===== src/rtl/flash_cfg_reader.sv =====
// SPI-flash configuration reader: after reset, waits out the chip-select gap, issues READ (0x03) at ADDR,
// shifts in BYTES bytes over a mode-0 SPI link and holds them on q until restarted.
//
// state  | meaning
// S_WAIT | cs high, counting the minimum deselect gap
// S_CMD  | shifting out opcode + 24-bit address, miso ignored
// S_DATA | shifting in data bits, mosi held low
// S_DONE | pins idle, q valid, waiting for restart
module flash_cfg_reader #(
    parameter logic [23:0] ADDR  = 24'h00704D,
    parameter int          BYTES = 2,
    parameter int          CSGAP = 14
) (
    input  logic               clock,
    input  logic               reset,
    input  logic               ce,
    input  logic               restart,
    output logic               busy,
    output logic               valid,
    output logic [8*BYTES-1:0] q,
    output logic               cs,
    output logic               ck,
    output logic               mosi,
    input  logic               miso
);

    localparam int              N       = 8 * BYTES;
    localparam int              GW      = $clog2(CSGAP) + 1;
    localparam logic [31:0]     FRAME   = {8'h03, ADDR};
    localparam logic [6:0]      LAST    = 7'(32 + N - 1);
    localparam logic [GW-1:0]   GAP_END = GW'(CSGAP - 1);

    typedef enum logic [1:0] {S_WAIT, S_CMD, S_DATA, S_DONE} state_t;

    state_t          state, state_nxt;
    logic [GW-1:0]   gap;
    logic [6:0]      idx;
    logic [N-1:0]    rx;
    logic [4:0]      fsel;
    logic            gap_hit;

    assign gap_hit = (gap == GAP_END);
    assign fsel    = 5'd30 - idx[4:0];

    always_ff @(posedge clock or negedge reset) begin
        if (!reset) begin
            state <= S_WAIT;
        end else if (ce) begin
            state <= state_nxt;
        end
    end

    // phase B of a bit cell is the tick where ck is currently high
    always_comb begin
        state_nxt = state;
        case (state)
            S_WAIT: if (gap_hit) state_nxt = S_CMD;
            S_CMD:  if (ck && idx == 7'd31) state_nxt = S_DATA;
            S_DATA: if (ck && idx == LAST) state_nxt = S_DONE;
            S_DONE: if (restart) state_nxt = S_WAIT;
            default: state_nxt = S_WAIT;
        endcase
    end

    always_comb begin
        cs    = 1'b1;
        busy  = 1'b0;
        valid = 1'b0;
        case (state)
            S_CMD, S_DATA: begin
                cs   = 1'b0;
                busy = 1'b1;
            end
            S_DONE: valid = 1'b1;
            default: ;
        endcase
    end

    always_ff @(posedge clock or negedge reset) begin
        if (!reset) begin
            gap  <= '0;
            idx  <= '0;
            rx   <= '0;
            q    <= '0;
            ck   <= 1'b0;
            mosi <= 1'b0;
        end else if (ce) begin
            case (state)
                S_WAIT: begin
                    gap <= gap + GW'(1);
                    if (gap_hit) begin
                        mosi <= FRAME[31];
                        idx  <= '0;
                        ck   <= 1'b0;
                    end
                end
                S_CMD, S_DATA: begin
                    if (!ck) begin
                        ck <= 1'b1;
                        if (state == S_DATA) rx <= {rx[N-2:0], miso};
                    end else begin
                        ck  <= 1'b0;
                        idx <= idx + 7'd1;
                        if (state == S_CMD) begin
                            mosi <= (idx == 7'd31) ? 1'b0 : FRAME[fsel];
                        end else if (idx == LAST) begin
                            q <= rx;
                        end
                    end
                end
                S_DONE: begin
                    if (restart) gap <= '0;
                end
                default: ;
            endcase
        end
    end

endmodule


===== config.mk =====
export PLATFORM = sky130hd
export DESIGN_NAME = flash_cfg_reader
export DESIGN_NICKNAME = d
export VERILOG_FILES = /design/src/rtl/flash_cfg_reader.sv
export SDC_FILE = /design/constraint.sdc
export NUM_CORES = 1
export LEC_CHECK = 0
export BUFFER_PORTS_ARGS = -buffer_cell sky130_fd_sc_hd__buf_2
export CELL_PAD_IN_SITES_DETAIL_PLACEMENT = 1
export CELL_PAD_IN_SITES_GLOBAL_PLACEMENT = 1
export CORE_MARGIN = 4
export CORE_UTILIZATION = 40
export DETAILED_ROUTE_END_ITERATION = 12
export GPL_TIMING_DRIVEN = 0
export PLACE_DENSITY = 0.75
export SYNTH_ARGS = -nofsm -noshare
export SYNTH_HDL_FRONTEND = slang
export SYNTH_SLANG_ARGS = --single-unit

===== constraint.sdc =====
create_clock -name clock -period 4.4 [get_ports clock]
set_input_delay 0 -clock clock [delete_from_list [all_inputs] [get_ports clock]]
set_output_delay 0 -clock clock [all_outputs]
set_load 0.05 [all_outputs]

# Yosys cells after proc, flatten, opt, wreduce, memory -nomap -nowiden

Memories as Yosys holds them, arrays and structs flattened.
Index checks and enable logic that the tools add are counted.

Register bits after elaboration: 48
Bits in read-only memories: 32
Output and inout bits: 21
Memories kept: 1

$add $sub $neg: 3
Order comparisons: 1
Equality and inequality tests: 12
Mux-type cells: 21
Bitwise operators: 2
Reductions and logical operators: 13

Memory list:

| memory           | words | bits a word | read ports | clocked after Yosys merged registers in | write ports | RTL line | source |
|---|---|---|---|---|---|---|---|
| (name not given) | 32    | 1           | 1          | 0                                       | 0           | 105      | `mosi <= (idx == 7'd31) ? 1'b0 : FRAME[fsel];` |

Operator list:

| operator                                                              | number |
|---|---|
| 5-bit AND reduction                                                   | 3 |
| 7-bit two-way mux                                                     | 2 |
| 7-bit case mux with 2 select lines                                    | 1 |
| 2-bit inequality test (second input constant)                         | 6 |
| 5-bit case mux with 2 select lines                                    | 1 |
| 1-bit two-way mux                                                     | 9 |
| 2-bit two-way mux                                                     | 4 |
| 2-bit case mux with 4 select lines                                    | 1 |
| 4-bit AND reduction                                                   | 2 |
| 7-bit by 1-bit adder with 7-bit output (second input constant)        | 1 |
| 7-bit by 5-bit == test with 1-bit output (second input constant)      | 1 |
| 7-bit by 6-bit == test with 1-bit output (second input constant)      | 1 |
| 5-bit by 6-bit < comparator with 1-bit output (second input constant) | 1 |
| 3-bit AND reduction                                                   | 2 |
| 5-bit by 1-bit adder with 5-bit output (second input constant)        | 1 |
| 5-bit by 4-bit == test with 1-bit output (second input constant)      | 1 |
| 5-bit two-way mux                                                     | 1 |
| 5-bit subtractor (first input constant)                               | 1 |
| 2-bit == test (second input constant)                                 | 2 |
| 1-bit case mux with 2 select lines                                    | 2 |
| 2-bit nonzero test                                                    | 2 |
| 2-bit by 1-bit == test with 1-bit output (second input constant)      | 1 |
| 1-bit logical AND                                                     | 2 |
| 2-bit zero test                                                       | 1 |
| 2 further kinds                                                       | 3 |

# Logic depth before layout (Yosys ltp)

Gate-level depths: netlist of run 1.

Depth after elaboration: 7
Depth in mapped cells: 8
Depth with buffers taken out: 7

# Worst setup path before layout of run 1

No wires, ideal clock.

Path kind: register to register
Start: reg state[1]
End: reg q[10]
Arrival time: 2.541 ns
Slack: 1.734 ns
Stages on the path, launching flop included: 8
Cell sequence: dfrtp_1 > inv_1 > ha_1 > buf_4 > inv_1 > nor4_4 > buf_6 > mux2_2

Word-level cells in the longest chain between the ends: 3
Elaborated cells between the ends (all ways): 5
Those cells by class: eq/ne (2); bitwise (1); reduce/logical (2)

Ends and longest elaborated chain:

| what                                                                             | RTL line | source |
|---|---|---|
| from (decl)                                                                      | 35       | `state_t state, state_nxt;` |
| from (signal assigned)                                                           | 49       | `state <= state_nxt;` |
| 2-bit == test / 2-bit by 1-bit == test with 1-bit output (equally long branches) | 88, 104  |  |
| 2-bit OR reduction / 1-bit inverter (equally long branches)                      | --       |  |
| 5-bit AND reduction (no line) (*)                                                | --       |  |
| to (signal assigned)                                                             | 107      | `q <= rx;` |
| to (decl)                                                                        | 20       | `output logic [8*BYTES-1:0] q,` |

Mark *: on every way between the ends. The rest lies on a longest branch, timed or not.
A chain may end at the register's enable or synchronous reset.

# Worst setup path after layout of run 1

Start: reg state[1]
End: reg q[8]

The elaborated chain is that of the path after synthesis.

==> results of run 1 <==
## logic make-up after synthesis
kind of cell,synth area share
compound gates,0.09175
xor+xnor,0.01900
fa+ha+maj,0.05429
buf+inv,0.03366
flops,0.5212
mux,0.1781
simple gates,0.1021
## registers in the layout (all words and copies together), names as in the netlist
name,count
idx,7
gap,5
mosi,1
ck,1
state,2
rx,16
q,16
## layer usage
layer / GRT usage / wire (um)
met3: 0.03060 / 156
met2: 0.2025 / 2012
met1: 0.1832 / 2168
met4: 0.05556 / 76
met5: 0 / 0
## cell usage in the layout (no fill, tap or decap), types with 4 or more instances in the layout
cell type                  count
sky130_fd_sc_hd__nand3_1       5
sky130_fd_sc_hd__o21ai_0       9
sky130_fd_sc_hd__clkbuf_8      5
sky130_fd_sc_hd__dfrtp_1      48
sky130_fd_sc_hd__mux2i_1       5
sky130_fd_sc_hd__buf_2        26
sky130_fd_sc_hd__inv_1         9
sky130_fd_sc_hd__mux2_2       32
sky130_fd_sc_hd__ha_1         10
sky130_fd_sc_hd__nand4_1       4
sky130_fd_sc_hd__nor2_1        9
sky130_fd_sc_hd__nand2_1      14
sky130_fd_sc_hd__a21oi_1       7
## metrics by stage
stage | area, um2 | util | std cells
6_report | 2673 | 0.4824 | 298
5_1_grt | 2673 | 0.4824 | 298
4_1_cts | 2673 | 0.4824 | 298
3_5_place_dp | 2515 | 0.4539 | 288
3_3_place_gp | 2515 | 0.4539 | 288
2_1_floorplan | 2305 | - | 192
## worst max-delay path, delay by kind of cell (launching register included)
family        cells  cell delay, ps
simple gates      1             580
flops             1             410
buf+inv           4             630
mux               1             340
fa+ha+maj         1             310
## worst paths after layout
path / to / depth (start not counted)
max: q[8] / 7
min: mosi / 3
max reg2reg: q[8] / 7
min reg2reg: q[9] / 1
max in group asynchronous: q[15] / 2
min in group asynchronous: q[8] / 2
## power by group through the flow
stage / Sequential, uW / Combinational, uW / Clock (uW)
floorplan: 637 / 462 / 0
finish: 629 / 608 / 384
CTS: 631 / 619 / 399
global route: 646 / 683 / 417
global placement: 633 / 599 / 0
detailed placement: 639 / 615 / 0
## cell type report
class                           instances  area, um2  share of cell area
Timing Repair Buffer                   26      140.1             0.05243
Tap cell                               72      90.09             0.03371
Multi-Input combinational cell        128       1026              0.3839
Buffer                                  7      43.79             0.01639
Sequential cell                        48       1201              0.4494
Clock inverter                          3      68.82             0.02575
Inverter                                9      33.78             0.01264
Clock buffer                            5      68.82             0.02575
## repair_timing
action / 4_1_cts / 5_1_grt
resized for setup: 0 / 0
hold endpoints to repair: 49 / 0
hold buffers: 2 / 0
==> load_flow_metrics.sql, run 1 <==
INSERT INTO impl_metrics (metric_group, metric, value, unit) VALUES
('outcome', 'status', 'finished, final reports clean', ''),
('placed_design', 'placement.io_buffers', '24', ''),
('detailed_routing', 'wire_per_inst', '14.81', 'um'),
('logic_synthesis', 'synth-warning-count', '0', ''),
('timing', 'timing.final.crit_share', '0.5434', ''),
('worst_setup_path', 'worstSetupStartpointType', 'register', ''),
('power_and_ir_drop', 'static-leakage-power', '0.001336', 'uW'),
('power_and_ir_drop', 'comb_power_share', '0.375', ''),
('logic_synthesis', 'ys_types', '39', ''),
('global_route', 'antenna_found_initial', '0', ''),
('worst_setup_path', 'crit_fanout', '10', ''),
('timing', 'finalHoldViolations', '0', ''),
('finish', 'fillers', '616', ''),
('worst_setup_path', 'timing.reg2reg.setup_slack', '2010', 'ps'),
('worst_setup_path', 'path_cells', 'inv_1, ha_1, buf_4, inv_1, nor4_4, buf_6, mux2_2', ''),
('clock_network', 'clock-sinks', '48', ''),
('timing', 'final-setup-viol-count', '0', ''),
('timing', 'totalNegativeSetupSlack', '0', 'ps'),
('timing', 'final_slew_viol_count', '0', ''),
('logic_synthesis', 'synth_sequential_area_ratio', '0.5212', ''),
('clock_network', 'clock_input_transition_at_the_sequential_cells_of_the_worst_setup_and_hold_paths', '90', 'ps'),
('power_and_ir_drop', 'power.density', '606.7', 'nW/um2'),
('worst_setup_path', 'critPathMostFrequentCell', 'sky130_fd_sc_hd__inv_1', ''),
('global_route', 'global_route.usage.total', '0.1334', ''),
('power_and_ir_drop', 'p_sw', '641.0', 'uW'),
('worst_setup_path', 'worst-endpoint-arrival', '2580', 'ps'),
('placed_design', 'gp_routability_congestion', '0.7830', ''),
('worst_setup_path', 'critical_path_required', '4590', 'ps'),
('timing', 'finalWorstPathRequiredPeriod', '2391', 'ps'),
('logic_synthesis', 'netlist_top_cells_area', 'sky130_fd_sc_hd__dfrtp_1 52%, sky130_fd_sc_hd__mux2_2 16%, sky130_fd_sc_hd__ha_1 5.4%', ''),
('timing', 'tightest_slew', '1064', 'ps'),
('detailed_routing', 'via_count', '1539', ''),
('detailed_routing', 'route.final.wire_length', '4.414', 'mm'),
('global_route', 'grt_start_max_net_pins', '49', ''),
('timing', 'fin_skew', '7.964', 'ps'),
('clock_network', 'cts_tree', 'yes', ''),
('worst_setup_path', 'critical_path.startpoint', 'state[1]', ''),
('logic_synthesis', 'synthesized_area', '2305', 'um2'),
('power_and_ir_drop', 'vdd_ir_drop_max', '0.4827', 'mV'),
('power_and_ir_drop', 'proportion_of_power_drawn_by_the_clock_network', '0.237', ''),
('global_route', 'number_of_global_route_vias_before_repair', '1566', ''),
('finish', 'finalNetCount', '240', ''),
('worst_setup_path', 'worstSetupEndpointType', 'register', ''),
('finish', 'insertedDiodeCount', '0', ''),
('run', 'maxCapViolations', '0', ''),
('power_and_ir_drop', 'power.total', '1621', 'uW'),
('finish', 'area.growth.synth_to_final', '15.96', '%'),
('floorplanning', 'die_width', '83.91', 'um'),
('placed_design', 'dp_wirelength', '3.116', 'mm'),
('worst_hold_path', 'hold_class', 'primary input to register', ''),
('timing', 'max_slew_margin', '0.2909', ''),
('logic_synthesis', 'synth_edf_count', '0', ''),
('timing', 'fin_hold_ws', '109.0', 'ps'),
('timing', 'rsz0062_at_grt', 'false', ''),
('detailed_routing', 'post_drt_via_cell_ratio', '5.164', ''),
('floorplanning', 'die_h', '83.91', 'um'),
('floorplanning', 'floorplan.initialDensity', '0.4160', ''),
('floorplanning', 'i_o_pin_cnt', '26', ''),
('logic_synthesis', 'netlist_top_cells_count', '48 x sky130_fd_sc_hd__dfrtp_1, 32 x sky130_fd_sc_hd__mux2_2, 14 x sky130_fd_sc_hd__nand2_1, 10 x sky130_fd_sc_hd__ha_1', ''),
('logic_synthesis', 'postSynth.asyncResetShare', '1.000', ''),
('detailed_routing', 'drcViolationCount', '0', ''),
('placed_design', 'preCtsSetupSlack', '1971', 'ps'),
('power_and_ir_drop', 'pwr-share-seq', '0.388', ''),
('detailed_routing', 'ant_nets', '0', ''),
('logic_synthesis', 'synth-main-ff-cell', 'sky130_fd_sc_hd__dfrtp_1', ''),
('detailed_routing', 'first_iter_violations', '16', ''),
('global_route', 'congestion_overflow_gr', '0', ''),
('floorplanning', 'core-area', '5540', 'um2'),
('logic_synthesis', 'syn-mean-instance-area', '12.00', 'um2'),
('clock_network', 'clock_tree.buffer_depth', '2', ''),
('timing', 'max_clock_freq', '418.2', 'MHz');
Note: power is estimated with default switching activity, not from simulation.
==> inputs of run 2 (changes only) <==
--- a/config.mk
+++ b/config.mk
@@ -12,7 +12,7 @@
 export CORE_UTILIZATION = 40
 export DETAILED_ROUTE_END_ITERATION = 12
 export GPL_TIMING_DRIVEN = 0
-export PLACE_DENSITY = 0.75
+export PLACE_DENSITY = 0.78
 export SYNTH_ARGS = -nofsm -noshare
 export SYNTH_HDL_FRONTEND = slang
 export SYNTH_SLANG_ARGS = --single-unit
==> constraint.sdc (replaced) <==
create_clock -name clock -period 2.05 [get_ports clock]
set_input_delay 0 -clock clock [delete_from_list [all_inputs] [get_ports clock]]
set_output_delay 0 -clock clock [all_outputs]
set_load 0.05 [all_outputs]
==> run 2 against run 1 <==
Compared with the run above: critical path depth did not move; non-clock buffer count rose by 9; sequential cell count did not move; clock power rose by 57%; sequential share of layout area fell by 1.2 points; register-to-register slack got worse by 1900 ps; power rose by 110%; core utilization rose by 1.4 points; sequential power rose by 110%; cell area rose by 2.9%; highest routed layer unchanged.
==> load_flow_metrics.sql, run 2 (synthesis gave the netlist of run 1 again) <==
INSERT INTO impl_metrics (metric_group, metric, value, unit) VALUES
('global_route', 'congestion_overflow_gr', '0', ''),
('finish', 'post-route-util', '0.4966', ''),
('worst_hold_path', 'hold_class', 'primary input to register', ''),
('worst_setup_path', 'path_delay_family', 'simple AND/OR/NAND/NOR gates', ''),
('detailed_routing', 'drcViolationCount', '0', ''),
('detailed_routing', 'first_iter_violations', '21', ''),
('worst_setup_path', 'critical_path_required', '2240', 'ps'),
('timing', 'finalHoldViolations', '0', ''),
('timing', 'finalWorstPathRequiredPeriod', '1975', 'ps'),
('floorplanning', 'floorplan.initialDensity', '0.4160', ''),
('detailed_routing', 'via_count', '1655', ''),
('placed_design', 'gp_routability_congestion', '0.7452', ''),
('worst_setup_path', 'crit_fanout', '8', ''),
('worst_setup_path', 'worstSetupStartpointType', 'register', ''),
('worst_setup_path', 'critPathMostFrequentCell', 'sky130_fd_sc_hd__buf_4', ''),
('floorplanning', 'overall_die_area', '7040', 'um2'),
('detailed_routing', 'ant_nets', '0', ''),
('finish', 'finalNetCount', '249', ''),
('detailed_routing', 'drtPass1Iterations', '4', ''),
('timing', 'final_slew_viol_count', '0', ''),
('worst_setup_path', 'crit_buf_inv', '2', ''),
('clock_network', 'clk-insertion-delay-late', '300', 'ps'),
('detailed_routing', 'post_drt_via_cell_ratio', '5.391', ''),
('worst_setup_path', 'path_cells', 'ha_4, and3_4, nand2_2, nor4_4, buf_4, buf_4, mux2_2', ''),
('worst_setup_path', 'worstSetupEndpointType', 'register', ''),
('placed_design', 'placement.io_buffers', '24', ''),
('timing', 'max_clock_freq', '506.5', 'MHz'),
('timing', 'rsz0062_at_grt', 'true', ''),
('clock_network', 'clock_input_transition_at_the_sequential_cells_of_the_worst_setup_and_hold_paths', '90', 'ps'),
('floorplanning', 'i_o_pin_cnt', '26', ''),
('worst_setup_path', 'worst-setup-path-type', 'register to register', ''),
('clock_network', 'clk_root_buf', 'sky130_fd_sc_hd__clkbuf_8', ''),
('placed_design', 'post-place-cells', '288', ''),
('timing', 'final-setup-viol-count', '0', ''),
('floorplanning', 'die_h', '83.91', 'um'),
('clock_network', 'tritoncts.num_buffers', '5', ''),
('outcome', 'status', 'finished, final reports clean', ''),
('floorplanning', 'std_cell_rows', '27', ''),
('floorplanning', 'die_width', '83.91', 'um'),
('worst_hold_path', 'hold-path-cell-count', '4', ''),
('timing', 'fin_skew', '5.355', 'ps'),
('finish', 'insertedDiodeCount', '0', ''),
('power_and_ir_drop', 'power.total', '3486', 'uW'),
('detailed_routing', 'route.final.wire_length', '4.958', 'mm'),
('power_and_ir_drop', 'vdd_ir_drop_max', '0.7846', 'mV'),
('run', 'maxCapViolations', '0', ''),
('global_route', 'grt_start_max_net_pins', '49', ''),
('finish', 'biggestRegsByFlops', 'q: 16 flops, rx: 16 flops, idx: 7 flops', ''),
('worst_setup_path', 'cp.depth', '7', ''),
('timing', 'timing.final.crit_share', '0.9632', ''),
('clock_network', 'clock-sinks', '48', ''),
('worst_setup_path', 'worst-endpoint-arrival', '2160', 'ps'),
('worst_setup_path', 'r2r_cells', '7', ''),
('detailed_routing', 'wire_per_inst', '16.15', 'um'),
('timing', 'tightest_slew', '1066', 'ps'),
('worst_setup_path', 'crit_path_top_delay_cell', 'sky130_fd_sc_hd__dfrtp_2', ''),
('timing', 'fin_hold_ws', '100.0', 'ps'),
('finish', 'count_of_placed_standard_cells_in_the_final_layout_fillers_left_out', '307', ''),
('finish', 'mostFrequentLayoutCell', 'sky130_fd_sc_hd__dfrtp_1', ''),
('global_route', 'number_of_global_route_vias_before_repair', '1697', ''),
('clock_network', 'cts-htree-levels', '2', ''),
('global_route', 'global_route.usage.total', '0.1465', ''),
('clock_network', 'cts_tree', 'yes', ''),
('finish', 'layout_common_cells', '46 x sky130_fd_sc_hd__dfrtp_1, 32 x sky130_fd_sc_hd__mux2_2, 26 x sky130_fd_sc_hd__buf_2', ''),
('global_route', 'antenna_found_initial', '0', ''),
('power_and_ir_drop', 'power.density', '1267', 'nW/um2'),
('timing', 'max_slew_margin', '0.2896', ''),
('worst_setup_path', 'cp_max_stage_delay', '430', 'ps'),
('finish', 'post_route_cells_drive_above_1_share', '0.3915', ''),
('placed_design', 'dp_wirelength', '3.366', 'mm'),
('finish', 'area.growth.synth_to_final', '19.38', '%'),
('clock_network', 'clock_tree.buffer_depth', '2', ''),
('global_route', 'grt_pass1_wl', '8.335', 'mm'),
('power_and_ir_drop', 'static-leakage-power', '0.001347', 'uW'),
('floorplanning', 'core-area', '5540', 'um2');
-- run 2: what timing repair did --
item	4_1_cts	5_1_grt
endpoints found under the setup margin	21	22
endpoints found under the hold margin	49	0
setup buffers	4	5
pin swaps	1	3
hold buffers	2	0
gates resized for setup	5	4
gates cloned	1	0
-- run 2: through the flow --
stage | TNS [ps] | worst slack [ps] | area (um2)
6_report | 0 | 75.47 | 2751
5_1_grt | -81.08 | -20.13 | 2751
4_1_cts | 0 | 13.12 | 2691
3_5_place_dp | -5439 | -402.9 | 2535
3_3_place_gp | -4755 | -353.4 | 2535
2_1_floorplan | -2840 | -232.9 | 2325
-- run 2: power by group --
group          switching, uW  total (uW)  internal (uW)
clock network            329         603            274
registers                194        1340           1150
logic                    944        1540            600
-- run 2: cell type report --
type / instances / area, um2
clock inverter: 2 / 15.01
sequential: 48 / 1204
multi-input combinational: 128 / 1071
buffer: 6 / 36.28
clock buffer: 6 / 82.58
timing repair buffer: 36 / 215.2
fill: 622 / 2789
tap: 72 / 90.09
inverter: 9 / 37.54
-- run 2: path summary, 6_finish.rpt --
kind	start	to	slack (ps)
setup / recovery	idx[1]	q[1]	80
hold / removal	restart	gap[2]	100
setup reg to reg	idx[1]	q[1]	80
hold reg to reg	q[3]	q[3]	510
max in group asynchronous	reset	idx[0]	890
min in group asynchronous	reset	q[15]	440
-- run 2: routing by layer --
metal,vias up,part of all wire,GRT usage
li1,769,-,-
met1,852,0.45,0.1854
met2,28,0.51,0.2509
met3,6,0.030,0.03060
met4,0,0.014,0.04386
met5,-,0,0
-- run 2: tightest hold or removal path, cell delays in order --
cell	delay, ps
sky130_fd_sc_hd__buf_2	80
sky130_fd_sc_hd__o21ai_2	120
sky130_fd_sc_hd__nand2_1	90
sky130_fd_sc_hd__o21ai_0	70
==> inputs of run 3 (changes only) <==
--- a/config.mk
+++ b/config.mk
@@ -8,6 +8,7 @@
 export BUFFER_PORTS_ARGS = -buffer_cell sky130_fd_sc_hd__buf_2
 export CELL_PAD_IN_SITES_DETAIL_PLACEMENT = 1
 export CELL_PAD_IN_SITES_GLOBAL_PLACEMENT = 1
+export CORE_ASPECT_RATIO = 0.9
 export CORE_MARGIN = 4
 export CORE_UTILIZATION = 40
 export DETAILED_ROUTE_END_ITERATION = 12
==> run 3 against run 2 <==
Compared with the run above: worst hold slack improved by 7.7 ps; power rose by 5.8%; sequential cell count did not move; clock power rose by 19%; critical path depth did not move.
==> load_flow_metrics.sql, run 3 (synthesis gave the netlist of run 1 again) <==
INSERT INTO impl_metrics (metric_group, metric, value, unit) VALUES
('worst_setup_path', 'worst-endpoint-arrival', '2160', 'ps'),
('run', 'maxCapViolations', '0', ''),
('finish', 'post_route_cells_drive_above_1_share', '0.3975', ''),
('power_and_ir_drop', 'power.total', '3689', 'uW'),
('clock_network', 'clk_root_buf', 'sky130_fd_sc_hd__clkbuf_8', ''),
('timing', 'worst_slack', '75.29', 'ps'),
('clock_network', 'cts_tree', 'yes', ''),
('global_route', 'grt_start_max_net_pins', '49', ''),
('floorplanning', 'core-area', '5411', 'um2'),
('clock_network', 'cts-htree-levels', '2', ''),
('worst_setup_path', 'critical_path.reg2reg.endpoint', 'q[9]', ''),
('placed_design', 'gp_routability_congestion', '0.8375', ''),
('floorplanning', 'die_h', '80.01', 'um'),
('power_and_ir_drop', 'static-leakage-power', '0.001390', 'uW'),
('timing', 'finalWorstPathRequiredPeriod', '1975', 'ps'),
('worst_hold_path', 'hold-path-cell-count', '4', ''),
('floorplanning', 'overall_die_area', '7042', 'um2'),
('global_route', 'global_route.usage.total', '0.1465', ''),
('detailed_routing', 'route.final.wire_length', '4.895', 'mm'),
('placed_design', 'dp_wirelength', '3.270', 'mm'),
('worst_setup_path', 'worstSetupEndpointType', 'register', ''),
('global_route', 'grt_met3_usage', '0.03612', ''),
('global_route', 'grt.met2_usage', '0.2267', ''),
('worst_setup_path', 'crit_fanout', '8', ''),
('global_route', 'number_of_global_route_vias_before_repair', '1672', ''),
('power_and_ir_drop', 'power.density', '1309', 'nW/um2'),
('worst_setup_path', 'reg2reg_from', 'state[0]', ''),
('finish', 'layout_common_cells', '46 x sky130_fd_sc_hd__dfrtp_1, 32 x sky130_fd_sc_hd__mux2_2, 26 x sky130_fd_sc_hd__buf_2', ''),
('finish', 'multi_input_comb_area', '1066', 'um2'),
('timing', 'tightest_slew', '1050', 'ps'),
('timing', 'max_slew_margin', '0.3002', ''),
('global_route', 'grt-busiest-layer', 'met2', ''),
('global_route', 'gr-usage-met1', '0.2035', ''),
('finish', 'finalNetCount', '253', ''),
('detailed_routing', 'drcViolationCount', '0', ''),
('clock_network', 'clock-sinks', '48', ''),
('finish', 'area.growth.synth_to_final', '22.26', '%'),
('worst_setup_path', 'worst-setup-path-type', 'register to register', ''),
('timing', 'fin_skew', '4.610', 'ps'),
('outcome', 'status', 'finished, final reports clean', ''),
('finish', 'seq_area', '1204', 'um2'),
('power_and_ir_drop', 'power_switching_share', '0.4025', ''),
('floorplanning', 'std_cell_rows', '25', ''),
('placed_design', 'preCtsSetupSlack', '-397.8', 'ps'),
('placed_design', 'post_dp_cell_area', '2529', 'um2'),
('detailed_routing', 'wire_per_inst', '16.00', 'um'),
('finish', 'fillers', '586', ''),
('timing', 'max_clock_freq', '506.4', 'MHz'),
('timing', 'finalHoldViolations', '0', ''),
('timing', 'totalNegativeSetupSlack', '0', 'ps'),
('finish', 'insertedDiodeCount', '0', ''),
('clock_network', 'clock_tree.buffer_depth', '2', ''),
('detailed_routing', 'post_drt_via_cell_ratio', '5.359', ''),
('global_route', 'congestion_overflow_gr', '0', ''),
('power_and_ir_drop', 'comb_power_share', '0.438', ''),
('power_and_ir_drop', 'proportion_of_power_drawn_by_the_clock_network', '0.194', ''),
('power_and_ir_drop', 'pwr-share-seq', '0.368', ''),
('timing', 'final-setup-viol-count', '0', ''),
('placed_design', 'placement.io_buffers', '24', ''),
('power_and_ir_drop', 'cellInternalPower', '2204', 'uW'),
('clock_network', 'tritoncts.num_buffers', '5', ''),
('worst_hold_path', 'hold_start', 'restart', ''),
('detailed_routing', 'first_iter_violations', '55', ''),
('worst_hold_path', 'hold_class', 'primary input to register', ''),
('clock_network', 'clock_input_transition_at_the_sequential_cells_of_the_worst_setup_and_hold_paths', '90', 'ps'),
('floorplanning', 'die_width', '88.01', 'um'),
('finish', 'mostFrequentLayoutCell', 'sky130_fd_sc_hd__dfrtp_1', ''),
('finish', 'stdcell_area', '2818', 'um2'),
('worst_setup_path', 'critical_path.startpoint', 'state[0]', ''),
('worst_setup_path', 'worstSetupStartpointType', 'register', ''),
('global_route', 'grt_pass1_wl', '8.183', 'mm'),
('clock_network', 'clk-insertion-delay-late', '290', 'ps'),
('worst_hold_path', 'worstHoldEndpoint', 'gap[3]', ''),
('timing', 'timing.final.crit_share', '0.9633', ''),
('worst_setup_path', 'r2r_cells', '7', ''),
('floorplanning', 'i_o_pin_cnt', '26', ''),
('worst_setup_path', 'timing.reg2reg.setup_slack', '80', 'ps'),
('floorplanning', 'floorplan.initialDensity', '0.4259', ''),
('finish', 'biggestRegsByFlops', 'q: 16 flops, rx: 16 flops, idx: 7 flops', ''),
('detailed_routing', 'drtPass1Iterations', '4', ''),
('finish', 'post-route-util', '0.5207', ''),
('global_route', 'antenna_found_initial', '0', ''),
('worst_setup_path', 'critical_path_required', '2240', 'ps'),
('power_and_ir_drop', 'vdd_ir_drop_max', '0.7936', 'mV'),
('timing', 'final_slew_viol_count', '0', ''),
('detailed_routing', 'ant_nets', '0', ''),
('power_and_ir_drop', 'p_sw', '1485', 'uW'),
('detailed_routing', 'via_count', '1640', '');
## run 3: worst max-delay path by stage
stage                 end  depth (start not counted)
detailed placement   q[9]                          6
CTS                  q[5]                          6
global route         q[9]                          7
floorplan           q[10]                          7
global placement     q[8]                          6
finish               q[9]                          7
## run 3: per-stage QoR
| step | hold WS [ps] | instances |
|---|---|---|
| floorplan | -295.6 | 192 |
| finish | 107.7 | 306 |
| detailed placement | 244.0 | 283 |
| CTS | 108.0 | 296 |
| global route | 167.4 | 306 |
| global placement | 239.3 | 283 |
## run 3: metal layers
metal	up-vias	wire length, um
met5	-	0
met4	0	72
met3	9	195
met2	29	2299
met1	825	2327
li1	777	-
## run 3: area by class of cell
type,count,area share
Buffer,7,0.01821
Sequential cell,48,0.4272
Timing Repair Buffer,39,0.09014
Multi-Input combinational cell,128,0.3783
Clock inverter,2,0.01377
Clock buffer,6,0.02931
Inverter,9,0.01332
Tap cell,67,0.02975
## run 3: repair_timing
item | 4_1_cts | 5_1_grt
endpoints found under the setup margin | 21 | 24
setup buffers | 3 | 9
pin swaps | 2 | 4
gates resized for setup | 1 | 10
hold endpoints to repair | 49 | 0
hold buffers | 2 | 0
gates cloned | 0 | 1
## run 3: worst max-delay path: stages (launching register included)
cell                         delay, ps
sky130_fd_sc_hd__dfrtp_1           390
sky130_fd_sc_hd__inv_2              90
sky130_fd_sc_hd__ha_4              280
sky130_fd_sc_hd__buf_6             140
sky130_fd_sc_hd__clkinvlp_4        140
sky130_fd_sc_hd__nor4_4            270
sky130_fd_sc_hd__buf_4             220
sky130_fd_sc_hd__mux2_2            340
## run 3: power groups by stage
| stage | Clock, uW | Sequential [uW] | Combinational [uW] |
|---|---|---|---|
| floorplan | 0 | 1370 | 1080 |
| global placement | 0 | 1370 | 1350 |
| detailed placement | 0 | 1380 | 1400 |
| CTS | 733 | 1350 | 1480 |
| global route | 785 | 1400 | 1770 |
| finish | 715 | 1360 | 1620 |
